File: src/rtl/fb_loader_pkg.sv
// Shared types and constants for the ioctl framebuffer loader.
// Holds the loader FSM states, CRC-16/CCITT-FALSE constants and the parameter check.
package fb_loader_pkg;

  typedef enum logic [1:0] {
    ST_IDLE      = 2'd0,
    ST_LOAD      = 2'd1,
    ST_FLUSH     = 2'd2,
    ST_WAIT_SWAP = 2'd3
  } fb_state_e;

  localparam logic [15:0] CRC_POLY = 16'h1021;
  localparam logic [15:0] CRC_INIT = 16'hFFFF;

  function automatic bit bpp_valid(input int bpp);
    return (bpp >= 1) && (bpp <= 4);
  endfunction

endpackage

File: src/rtl/crc16_ccitt_byte.sv
// Byte-wide CRC-16/CCITT next-state, MSB first; purely combinational, no backpressure.
// Only present in builds with FB_LOADER_CRC_EN, the sole configuration that uses it.
`ifdef FB_LOADER_CRC_EN
module crc16_ccitt_byte
  import fb_loader_pkg::*;
(
  input  logic [15:0] crc_in,
  input  logic [7:0]  data,
  output logic [15:0] crc_out
);

  always_comb begin
    crc_out = crc_in ^ {data, 8'h00};
    for (int i = 0; i < 8; i++) begin
      crc_out = crc_out[15] ? ((crc_out << 1) ^ CRC_POLY) : (crc_out << 1);
    end
  end

endmodule
`endif

File: src/rtl/ioctl_fb_loader.sv
// Packs hps_io download bytes into pixels and writes them to a (double-buffered) framebuffer.
// Latency: fb_we one cycle after the completing ioctl_wr; accepts one byte per cycle, no backpressure.
// Optional CRC-16 over accepted bytes when FB_LOADER_CRC_EN is defined; otherwise crc reads 0.
module ioctl_fb_loader
  import fb_loader_pkg::*;
#(
  parameter int BYTES_PER_PIX = 1,
  parameter int ADDR_W        = 16,
  parameter int NUM_PIX       = 64000,
  parameter int DOUBLE_BUF    = 1
) (
  input  logic                       clk_sys,
  input  logic                       reset_n,
  input  logic                       ioctl_download,
  input  logic                       ioctl_wr,
  input  logic [26:0]                ioctl_addr,
  input  logic [7:0]                 ioctl_dout,
  input  logic                       vblank,
  output logic                       fb_we,
  output logic [ADDR_W:0]            fb_addr,
  output logic [8*BYTES_PER_PIX-1:0] fb_data,
  output logic                       disp_bank,
  output logic                       progress,
  output logic                       done,
  output logic [ADDR_W:0]            pix_count,
  output logic                       overflow,
  output logic                       err_addr,
  output logic [15:0]                crc
);

  localparam int PIX_W = 8 * BYTES_PER_PIX;
  localparam logic [ADDR_W:0] NUM_PIX_C = (ADDR_W + 1)'(NUM_PIX);
  localparam logic [1:0] LANE_LAST = 2'(BYTES_PER_PIX - 1);

  if (!bpp_valid(BYTES_PER_PIX) || (NUM_PIX > (1 << ADDR_W))) begin : g_param_err
    $error("ioctl_fb_loader: BYTES_PER_PIX must be 1..4 and NUM_PIX <= 2**ADDR_W");
  end

  fb_state_e         state, state_nxt;
  logic              dl_q, vb_q;
  logic [26:0]       byte_cnt;
  logic [1:0]        lane, lane_after;
  logic [PIX_W-1:0]  pix_buf, pix_word;
  logic              load_bank;
  logic              dl_rise, dl_fall, vb_rise;
  logic              wr_ok, wr_bad, pix_full, room;
  logic              start, swap, done_go;

  assign dl_rise  = ioctl_download & ~dl_q;
  assign dl_fall  = ~ioctl_download & dl_q;
  assign vb_rise  = vblank & ~vb_q;
  assign wr_ok    = (state == ST_LOAD) && ioctl_wr && (ioctl_addr == byte_cnt);
  assign wr_bad   = (state == ST_LOAD) && ioctl_wr && (ioctl_addr != byte_cnt);
  assign pix_full = wr_ok && (lane == LANE_LAST);
  assign room     = (pix_count < NUM_PIX_C);
  assign progress = (state != ST_IDLE);

  // Lane after this cycle's byte: the fall decision must see a byte accepted alongside it.
  assign lane_after = pix_full ? 2'd0 : (wr_ok ? lane + 2'd1 : lane);

  always_comb begin
    pix_word = pix_buf;
    for (int l = 0; l < BYTES_PER_PIX; l++) begin
      if (lane == 2'(l)) pix_word[8*l +: 8] = ioctl_dout;
    end
  end

  always_comb begin
    state_nxt = state;
    start     = 1'b0;
    swap      = 1'b0;
    done_go   = 1'b0;
    case (state)
      ST_IDLE: begin
        if (dl_rise) begin
          start     = 1'b1;
          state_nxt = ST_LOAD;
        end
      end
      ST_LOAD: begin
        if (dl_fall) begin
          if (lane_after != 2'd0) begin
            state_nxt = ST_FLUSH;
          end else begin
            state_nxt = (DOUBLE_BUF != 0) ? ST_WAIT_SWAP : ST_IDLE;
            done_go   = (DOUBLE_BUF == 0);
          end
        end
      end
      ST_FLUSH: begin
        state_nxt = (DOUBLE_BUF != 0) ? ST_WAIT_SWAP : ST_IDLE;
        done_go   = (DOUBLE_BUF == 0);
      end
      ST_WAIT_SWAP: begin
        // A fresh download wins over a coincident vblank and reloads the same back bank.
        if (dl_rise) begin
          start     = 1'b1;
          state_nxt = ST_LOAD;
        end else if (vb_rise) begin
          swap      = 1'b1;
          done_go   = 1'b1;
          state_nxt = ST_IDLE;
        end
      end
      default: state_nxt = ST_IDLE;
    endcase
  end

  always_ff @(posedge clk_sys or negedge reset_n) begin
    if (!reset_n) begin
      state     <= ST_IDLE;
      dl_q      <= 1'b0;
      vb_q      <= 1'b0;
      byte_cnt  <= '0;
      lane      <= '0;
      pix_buf   <= '0;
      load_bank <= 1'b0;
      disp_bank <= 1'b0;
      fb_we     <= 1'b0;
      fb_addr   <= '0;
      fb_data   <= '0;
      done      <= 1'b0;
      pix_count <= '0;
      overflow  <= 1'b0;
      err_addr  <= 1'b0;
    end else begin
      state <= state_nxt;
      dl_q  <= ioctl_download;
      vb_q  <= vblank;
      fb_we <= 1'b0;
      done  <= done_go;
      if (swap) disp_bank <= ~disp_bank;
      if (start) begin
        byte_cnt  <= '0;
        lane      <= '0;
        pix_buf   <= '0;
        pix_count <= '0;
        overflow  <= 1'b0;
        err_addr  <= 1'b0;
        load_bank <= (DOUBLE_BUF != 0) ? ~disp_bank : disp_bank;
      end else begin
        if (wr_bad) err_addr <= 1'b1;
        if (wr_ok) begin
          byte_cnt <= byte_cnt + 27'd1;
          lane     <= lane_after;
          if (pix_full) begin
            pix_buf <= '0;
            if (room) begin
              fb_we     <= 1'b1;
              fb_addr   <= {load_bank, pix_count[ADDR_W-1:0]};
              fb_data   <= pix_word;
              pix_count <= pix_count + 1'b1;
            end else begin
              overflow <= 1'b1;
            end
          end else begin
            pix_buf <= pix_word;
          end
        end
        // Unfilled lanes of pix_buf are still zero from the last pixel boundary.
        if (state == ST_FLUSH) begin
          lane    <= '0;
          pix_buf <= '0;
          if (room) begin
            fb_we     <= 1'b1;
            fb_addr   <= {load_bank, pix_count[ADDR_W-1:0]};
            fb_data   <= pix_buf;
            pix_count <= pix_count + 1'b1;
          end else begin
            overflow <= 1'b1;
          end
        end
      end
    end
  end

`ifdef FB_LOADER_CRC_EN
  logic [15:0] crc_q, crc_nxt;

  crc16_ccitt_byte u_crc (
    .crc_in  (crc_q),
    .data    (ioctl_dout),
    .crc_out (crc_nxt)
  );

  always_ff @(posedge clk_sys or negedge reset_n) begin
    if (!reset_n) begin
      crc_q <= '0;
    end else if (start) begin
      crc_q <= CRC_INIT;
    end else if (wr_ok) begin
      crc_q <= crc_nxt;
    end
  end

  assign crc = crc_q;
`else
  assign crc = 16'h0000;
`endif

endmodule

File: config.mk
export PLATFORM = sky130hd
export DESIGN_NAME = ioctl_fb_loader
export DESIGN_NICKNAME = d
export VERILOG_FILES = /design/src/rtl/fb_loader_pkg.sv /design/src/rtl/crc16_ccitt_byte.sv /design/src/rtl/ioctl_fb_loader.sv
export SDC_FILE = /design/constraint.sdc
export NUM_CORES = 1
export LEC_CHECK = 0
export CAP_MARGIN = 10
export CORE_ASPECT_RATIO = 1.2
export CORE_MARGIN = 5
export CORE_UTILIZATION = 50
export CTS_CLUSTER_DIAMETER = 50
export CTS_CLUSTER_SIZE = 24
export DETAILED_ROUTE_END_ITERATION = 12
export PLACE_DENSITY = 0.89
export SYNTH_ARGS = -nofsm -noshare
export SYNTH_HDL_FRONTEND = slang
export SYNTH_SLANG_ARGS = --single-unit
export TNS_END_PERCENT = 30
File: constraint.sdc
create_clock -name clk_sys -period 3.7 [get_ports clk_sys]
set_input_delay 0.37 -clock clk_sys [delete_from_list [all_inputs] [get_ports clk_sys]]
set_output_delay 0.37 -clock clk_sys [all_outputs]
set_load 0.005 [all_outputs]
* After elaboration in Yosys (flattened, before gate mapping)
Index checks and enable logic that the tools add are counted.
** Operators by class
- $lt $le $gt $ge :: 1
- Eq/ne operators :: 8
- $add $sub $neg :: 3
- Mux-type cells :: 53
- Reduce and logical (&&, ||, !) cells :: 13
- Bitwise logic cells :: 7
** Operator list (count)
- $mux 17 :: 11
- $mux 8 :: 10
- $mux 27 :: 2
- $add 27x1->27 const B :: 1
- $eq 27x27->1 :: 1
- $ne 27x27->1 :: 1
- $mux 1 :: 20
- $mux 2 :: 9
- $add 17x1->17 const B :: 1
- $lt 17x16->1 const B :: 1
- $pmux 2 s4 :: 1
- $reduce_bool 2->1 :: 4
- $eq 2x2->1 const B :: 2
- $logic_and 1x1->1 :: 4
- $logic_not 2->1 :: 2
- $ne 2x2->1 const B :: 2
- $not 1->1 :: 4
- $and 1x1->1 :: 3
- $ne 3x3->1 const B :: 1
- $reduce_and 3->1 :: 1
- $reduce_bool 3->1 :: 1
- $add 2x1->2 const B :: 1
- $eq 2x1->1 const B :: 1
- $reduce_or 2->1 :: 1
** Storage, ports and cells
- Output and inout bits :: 64
- Bits in registers :: 89
- Logic and storage cells :: 100

* Depth between registers and ports, before layout
Gate-level depths: netlist of the first run.
- Depth after elaboration :: 9
- Mapped depth :: 9

* Worst setup path before layout of the first run
No wires, ideal clock.
- Kind :: register to register
- Start point :: reg byte_cnt[2]
- End point :: reg (tool-made name)
- Path slack :: 0.984 ns
- Arrival :: 2.588 ns
- Data required time :: 3.572 ns
- Cell stages (with the launch flop) :: 8
- Clock period less this slack :: 2.716 ns
- Setup time :: 0.128 ns
- Cells stage by stage :: dfrtp_1 xor2_1 or4_4 nor4_4 a31oi_2 nor3_4 buf_6 mux2_1
** RTL lines
- start: declaration :: RTL line ioctl_fb_loader.sv:41 : logic [26:0] byte_cnt;
- start signal: assignment :: RTL line ioctl_fb_loader.sv:144 : byte_cnt <= byte_cnt + 27'd1;

* Worst setup path in the final report of the first run
- Start point :: reg byte_cnt[2]
- End point :: reg byte_cnt[24]
** Between the ends
- Cells in the longest elaborated chain, start to end :: 3
- Elaborated cells between the ends (all ways) :: 6
** Ends and longest elaborated chain (RTL line)
- $add 27x1->27 or $eq 27x27->1 (tied branches) :: ioctl_fb_loader.sv:144, ioctl_fb_loader.sv:52
- $mux 27 or $logic_and 1x1->1 (tied branches) :: ioctl_fb_loader.sv:143, ioctl_fb_loader.sv:52
- $mux 27 or $reduce_bool 2->1 (tied branches)
Several ways; a longest one is shown, not always the timed one. The select of a mux whose other input is x is not followed.
A chain may end at the register's enable or synchronous reset.

==> flow_summary.json, run 1 <==
{
  "pin_count": 104,
  "vdd_drop_max_v": 0.000239,
  "globalplace.congestion": 0.916,
  "ys_ff_latch": 89,
  "grt-ovfl-total": 0,
  "yosysSeqAreaShare_pct": 47.2,
  "slew_headroom_pct": 44.4,
  "worst_slew_pin_slew_ps": 834,
  "hold_viol_final": 0,
  "nNetsFinal": 597,
  "clock_path_buffers": 2,
  "avgViaCountPerCell": 5.75,
  "wl_per_cell_um": 16.4,
  "worstSkewPairLatency_ps": 350,
  "grt_max_degree": 66,
  "synth-main-ff-cell": "dfrtp_1",
  "max_stage_delay_ps": 600,
  "crit_slowest_cell": "nor4_1",
  "die_y_um": 116,
  "end_kind": "flop",
  "yosys.area.top_type": "dfrtp_1",
  "clock_sinks": 89,
  "io_buffers": 87,
  "postSynthCellCount": 464,
  "finish.utilization_pct": 64.0,
  "row_count": 38,
  "yosysMostFrequentCell": "dfrtp_1",
  "rsz0062_at_grt": "no",
  "p_leak_nw": 2.56,
  "yosys_warnings": 0,
  "coreArea_um2": 9130,
  "hpwl_um": 8230,
  "worst_hold_path_type": "in -> async",
  "setup_viol": 0,
  "timing.max_cap.violations": 0,
  "fin_setup_tns_ps": 0,
  "finalClockSkew_ps": 10.9,
  "synth_cell_types": 51,
  "cp_top_family": "simple AND/OR/NAND/NOR gates",
  "holdBufCountCts": 0,
  "cts_inserted_buffers": 9,
  "worstPathRequired_ps": 3970,
  "cts_htree_levels": 3,
  "synth_edf_count": 0,
  "grt_pass1_vias": 3780,
  "worstSetupPathType": "reg -> reg",
  "crit_buf_inv": 0,
  "powerDensity_nw_per_um2": 462,
  "die_w_um": 98.7,
  "syn_avg_cell_area_um2": 10.2,
  "crit_chain": "xor2_1 -> or4_4 -> nor4_1 -> nand4_1 -> or3_1 -> a21oi_1",
  "cts_resized": 0,
  "grt_pass1_wl_um": 18200,
  "maxSlewViolCount": 0,
  "period_needed_ps": 2920,
  "synthTopCellsByCount": "89 x dfrtp_1, 36 x nand2_1, 27 x nor2_1",
  "period_share_pct": 78.9,
  "status": "completed",
  "max_freq_ghz": 0.342,
  "netlist_area_um2": 4720,
  "drive_gt1_share_pct": 8.50,
  "drtIter0Drc": 159,
  "post_cts_buffers": 0,
  "antenna_found_initial": 0,
  "drt-total-wl_um": 11100,
  "detail-route-antenna-nets": 0,
  "cts_tree": "done",
  "clkTransAtPathRegs_ps": 90,
  "synth_top_area_share_pct": 47.2,
  "start_util_pct": 51.7,
  "start_kind": "flop",
  "root_buffer": "clkbuf_8",
  "vias": 3868,
  "grtUsageTotal_pct": 19.6,
  "die_area_um2": 11500,
  "diodes": 0,
  "synth.area.top_cells": "dfrtp_1 47%, xor2_1 4.1%, xnor2_1 3.5%",
  "synthToLayoutAreaGrowth_pct": 23.7,
  "first_pass_iters": 4,
  "drc": 0,
  "crit_fanout": 8,
  "arrival_ps": 3190,
  "async_reset_ff_share_pct": 100
}
worst register-to-register path, delay by kind of cell (launching register included):
family	cells	cell delay [ps]
DFF	1	470
AOI/OAI and AO/OA	1	160
xor gates and xnor gates	1	210
and+or+nand+nor	4	2000
layer usage:
| layer | vias up | part of all wire [%] | global-route usage (%) |
|---|---|---|---|
| li1 | 1812 | - | - |
| met1 | 1875 | 40 | 24.1 |
| met2 | 155 | 51 | 34.2 |
| met3 | 26 | 6.5 | 3.94 |
| met4 | 0 | 2.2 | 7.92 |
| met5 | - | 0 | 0 |
cells in the final DEF, fill, tap and decap left out, types with 10 or more instances in the layout:
cell and count:
or3_1 17, clkdlybuf4s50_1 86, inv_1 12, conb_1 16, nor2_1 26, nand3_1 17
dfrtp_1 89, nor4_1 14, nand4_1 11, and3_1 11, o21ai_0 16, clkbuf_8 10
nand2_1 36, a21oi_1 21, xnor2_1 19, mux2_1 11, xor2_1 22, and2_1 12
power breakdown:
| group | internal [mW] | leakage (nW) | switching [mW] |
|---|---|---|---|
| sequential | 1.09 | 1.20 | 0.0780 |
| combinational | 0.466 | 1.27 | 0.413 |
| clock | 0.323 | 0.0913 | 0.331 |
| total | 1.88 | 2.56 | 0.822 |
area by class of cell:
| type | count | area, um2 |
|---|---|---|
| inverters | 12 | 45.0 |
| fillers | 741 | 3290 |
| repair buffers | 95 | 928 |
| multi-input cells | 343 | 2310 |
| clock inverters | 3 | 42.5 |
| well taps | 120 | 150 |
| flip-flops and latches | 89 | 2230 |
| clock buffers | 11 | 141 |
path summary, 6_finish.rpt:
path                             startpoint            to  slack [ps]  cells after the start
worst min-delay path                reset_n  byte_cnt[20]         110                      1
worst max-delay path            byte_cnt[2]  byte_cnt[24]         780                      6
min in group clk_sys             pix_buf[0]    pix_buf[0]         490                      1
worst min register to register   pix_buf[0]    pix_buf[0]         490                      1
max in group asynchronous           reset_n     async pin        2730                      2
worst max register to register  byte_cnt[2]  byte_cnt[24]         780                      6
cell families after synthesis:
| logic type | count (synthesis) | share of synthesized area (%) |
|---|---|---|
| buffers and inverters | 47 | 5.35 |
| AOI/OAI and AO/OA | 72 | 10.5 |
| adders and majority gates | 7 | 1.85 |
| other | 1 | 0.0794 |
| muxes | 27 | 6.20 |
| and+or+nand+nor | 180 | 21.3 |
| DFF | 89 | 47.2 |
| xor gates and xnor gates | 41 | 7.60 |
stage by stage:
| step | setup WS [ps] | area (um2) | cells | total power [mW] | hold WS, ps |
|---|---|---|---|---|---|
| floorplan | 984 | 4780 | 479 | 1.69 | 74.4 |
| detailed placement | 588 | 5660 | 659 | 2.08 | 464 |
| global route | 607 | 5840 | 673 | 2.85 | 173 |
| finish | 780 | 5840 | 673 | 2.70 | 108 |
| CTS | 821 | 5840 | 673 | 2.72 | 138 |
| global placement | 648 | 5660 | 659 | 2.03 | 462 |
Note: power is estimated with default switching activity, not from simulation.
==> run 2: changes to the inputs <==
==> constraint.sdc (replaced) <==
create_clock -name clk_sys -period 2.8 [get_ports clk_sys]
set_input_delay 0.28 -clock clk_sys [delete_from_list [all_inputs] [get_ports clk_sys]]
set_output_delay 0.28 -clock clk_sys [all_outputs]
set_load 0.005 [all_outputs]
==> flow_summary.json, run 2 (same netlist as run 1, synthesis figures left out) <==
{
  "status": "completed",
  "die_area_um2": 11500,
  "vias": 4002,
  "end_kind": "flop",
  "io_buffers": 87,
  "setup_viol": 0,
  "max_freq_ghz": 0.375,
  "slew_headroom_pct": 56.7,
  "period_share_pct": 95.3,
  "drc": 0,
  "timing.max_cap.violations": 0,
  "clock_sinks": 89,
  "final_cell_area_um2": 6030,
  "wl_per_cell_um": 16.4,
  "layout_commonest_cell": "dfrtp_1",
  "vdd_drop_max_v": 0.000329,
  "diodes": 0,
  "p_leak_nw": 2.68,
  "clock_path_buffers": 2,
  "worstSkewPairLatency_ps": 360,
  "grt_pass1_wl_um": 19100,
  "drive_gt1_share_pct": 12.5,
  "first_pass_iters": 5,
  "hold_slack_ps": 418,
  "drt-total-wl_um": 11500,
  "worst_hold_path_type": "in -> reg",
  "clockPowerShare_pct": 22.5,
  "maxSlewViolCount": 0,
  "period_needed_ps": 2670,
  "die_y_um": 116,
  "worst_slew_pin_slew_ps": 645,
  "detail-route-antenna-nets": 0,
  "synthToLayoutAreaGrowth_pct": 27.8,
  "rsz0062_at_grt": "no",
  "start_kind": "flop",
  "grtUsageTotal_pct": 20.6,
  "cts_inserted_buffers": 9,
  "cts_tree": "done",
  "seqPwrFrac_pct": 43.1,
  "internal-power_mw": 2.47,
  "post-place-ws_ps": -155,
  "worst_slack_ps": 132,
  "crit_fanout": 6,
  "grt_max_degree": 44,
  "arrival_ps": 2960,
  "nNetsFinal": 622,
  "pin_count": 104,
  "cts_htree_levels": 3,
  "root_buffer": "clkbuf_8",
  "hpwl_um": 8780,
  "clkTransAtPathRegs_ps": 90,
  "grt_pass1_vias": 4035,
  "post_cts_buffers": 0,
  "stdcell_count": 698,
  "start_util_pct": 51.7,
  "drtIter0Drc": 172,
  "finalClockSkew_ps": 11.4,
  "coreArea_um2": 9130,
  "powerDensity_nw_per_um2": 593,
  "combPwrFrac_pct": 34.3,
  "worstSetupPathType": "reg -> reg",
  "worstPathRequired_ps": 3090,
  "avgViaCountPerCell": 5.73,
  "row_count": 38,
  "fin_setup_tns_ps": 0,
  "mostFrequentLayoutCells": "89 x dfrtp_1, 86 x clkdlybuf4s50_1, 36 x nand2_1, 32 x buf_4, 26 x nor2_1",
  "antenna_found_initial": 0,
  "die_w_um": 98.7,
  "globalplace.congestion": 0.921,
  "place_inst": 683,
  "post_dp_cell_area_um2": 5850,
  "p_switching_mw": 1.11,
  "grt-ovfl-total": 0,
  "sw_frac_of_total_pct": 31.1,
  "hold_viol_final": 0
}
## run 2: worst paths after layout
path                       slack, ps            to       from  cells after the start
max                              130  pix_count[7]   state[1]                      8
min in group asynchronous        430  byte_cnt[24]    reset_n                      2
max in group asynchronous       1630     async pin    reset_n                      3
min                              420          vb_q     vblank                      1
max reg2reg                      130  pix_count[7]   state[1]                      8
min reg2reg                      480     load_bank  load_bank                      2
## run 2: layout make-up
type                            instances  area (um2)
Clock buffer                           12         155
Clock inverter                          2        15.0
Fill cell                             702        3090
Inverter                               12        45.0
Multi-Input combinational cell        343        2310
Sequential cell                        89        2230
Tap cell                              120         150
Timing Repair Buffer                  120        1130
## run 2: stage by stage
| step | power [mW] | utilization [%] |
|---|---|---|
| 2_1_floorplan | 2.24 | - |
| 3_3_place_gp | 2.75 | 64.1 |
| 3_5_place_dp | 2.81 | 64.1 |
| 4_1_cts | 3.60 | 66.0 |
| 5_1_grt | 3.78 | 66.1 |
| 6_report | 3.58 | 66.1 |
## run 2: routing by layer
metal / up-vias / track usage [%] / share of wire (%)
met5: - / 0 / 0
met4: 0 / 9.65 / 2.7
met3: 28 / 4.30 / 7.2
met2: 184 / 36.3 / 51
met1: 1937 / 24.1 / 39
li1: 1853 / - / -
## run 2: repair_timing
action | in CTS | in global routing
hold endpoints to repair | 41 | 0
endpoints found under the setup margin | 0 | 7
resized for setup | 0 | 1
hold buffers | 1 | 0
## run 2: power by group through the flow
stage,Clock (mW),Combinational (mW),Sequential (mW)
CTS,0.813,1.24,1.55
global route,0.872,1.34,1.56
global placement,0,1.19,1.56
finish,0.806,1.23,1.55
floorplan,0,0.674,1.56
detailed placement,0,1.24,1.57
## run 2: worst max-delay path, stage by stage (launching register included)
cell and delay [ps]:
dfrtp_1 420, inv_1 110, ha_1 210, nand2_1 140, nor3_1 150, or4b_1 520
or4_1 540, a2111o_1 450, o21ai_0 70
==> run 3: changes to the inputs <==
--- a/config.mk
+++ b/config.mk
@@ -5,7 +5,7 @@
 export SDC_FILE = /design/constraint.sdc
 export NUM_CORES = 1
 export LEC_CHECK = 0
-export CAP_MARGIN = 10
+export CAP_MARGIN = 20
 export CORE_ASPECT_RATIO = 1.2
 export CORE_MARGIN = 5
 export CORE_UTILIZATION = 50
==> results of run 3 <==
The final DEF is identical to that of run 2; final timing and power are the same.
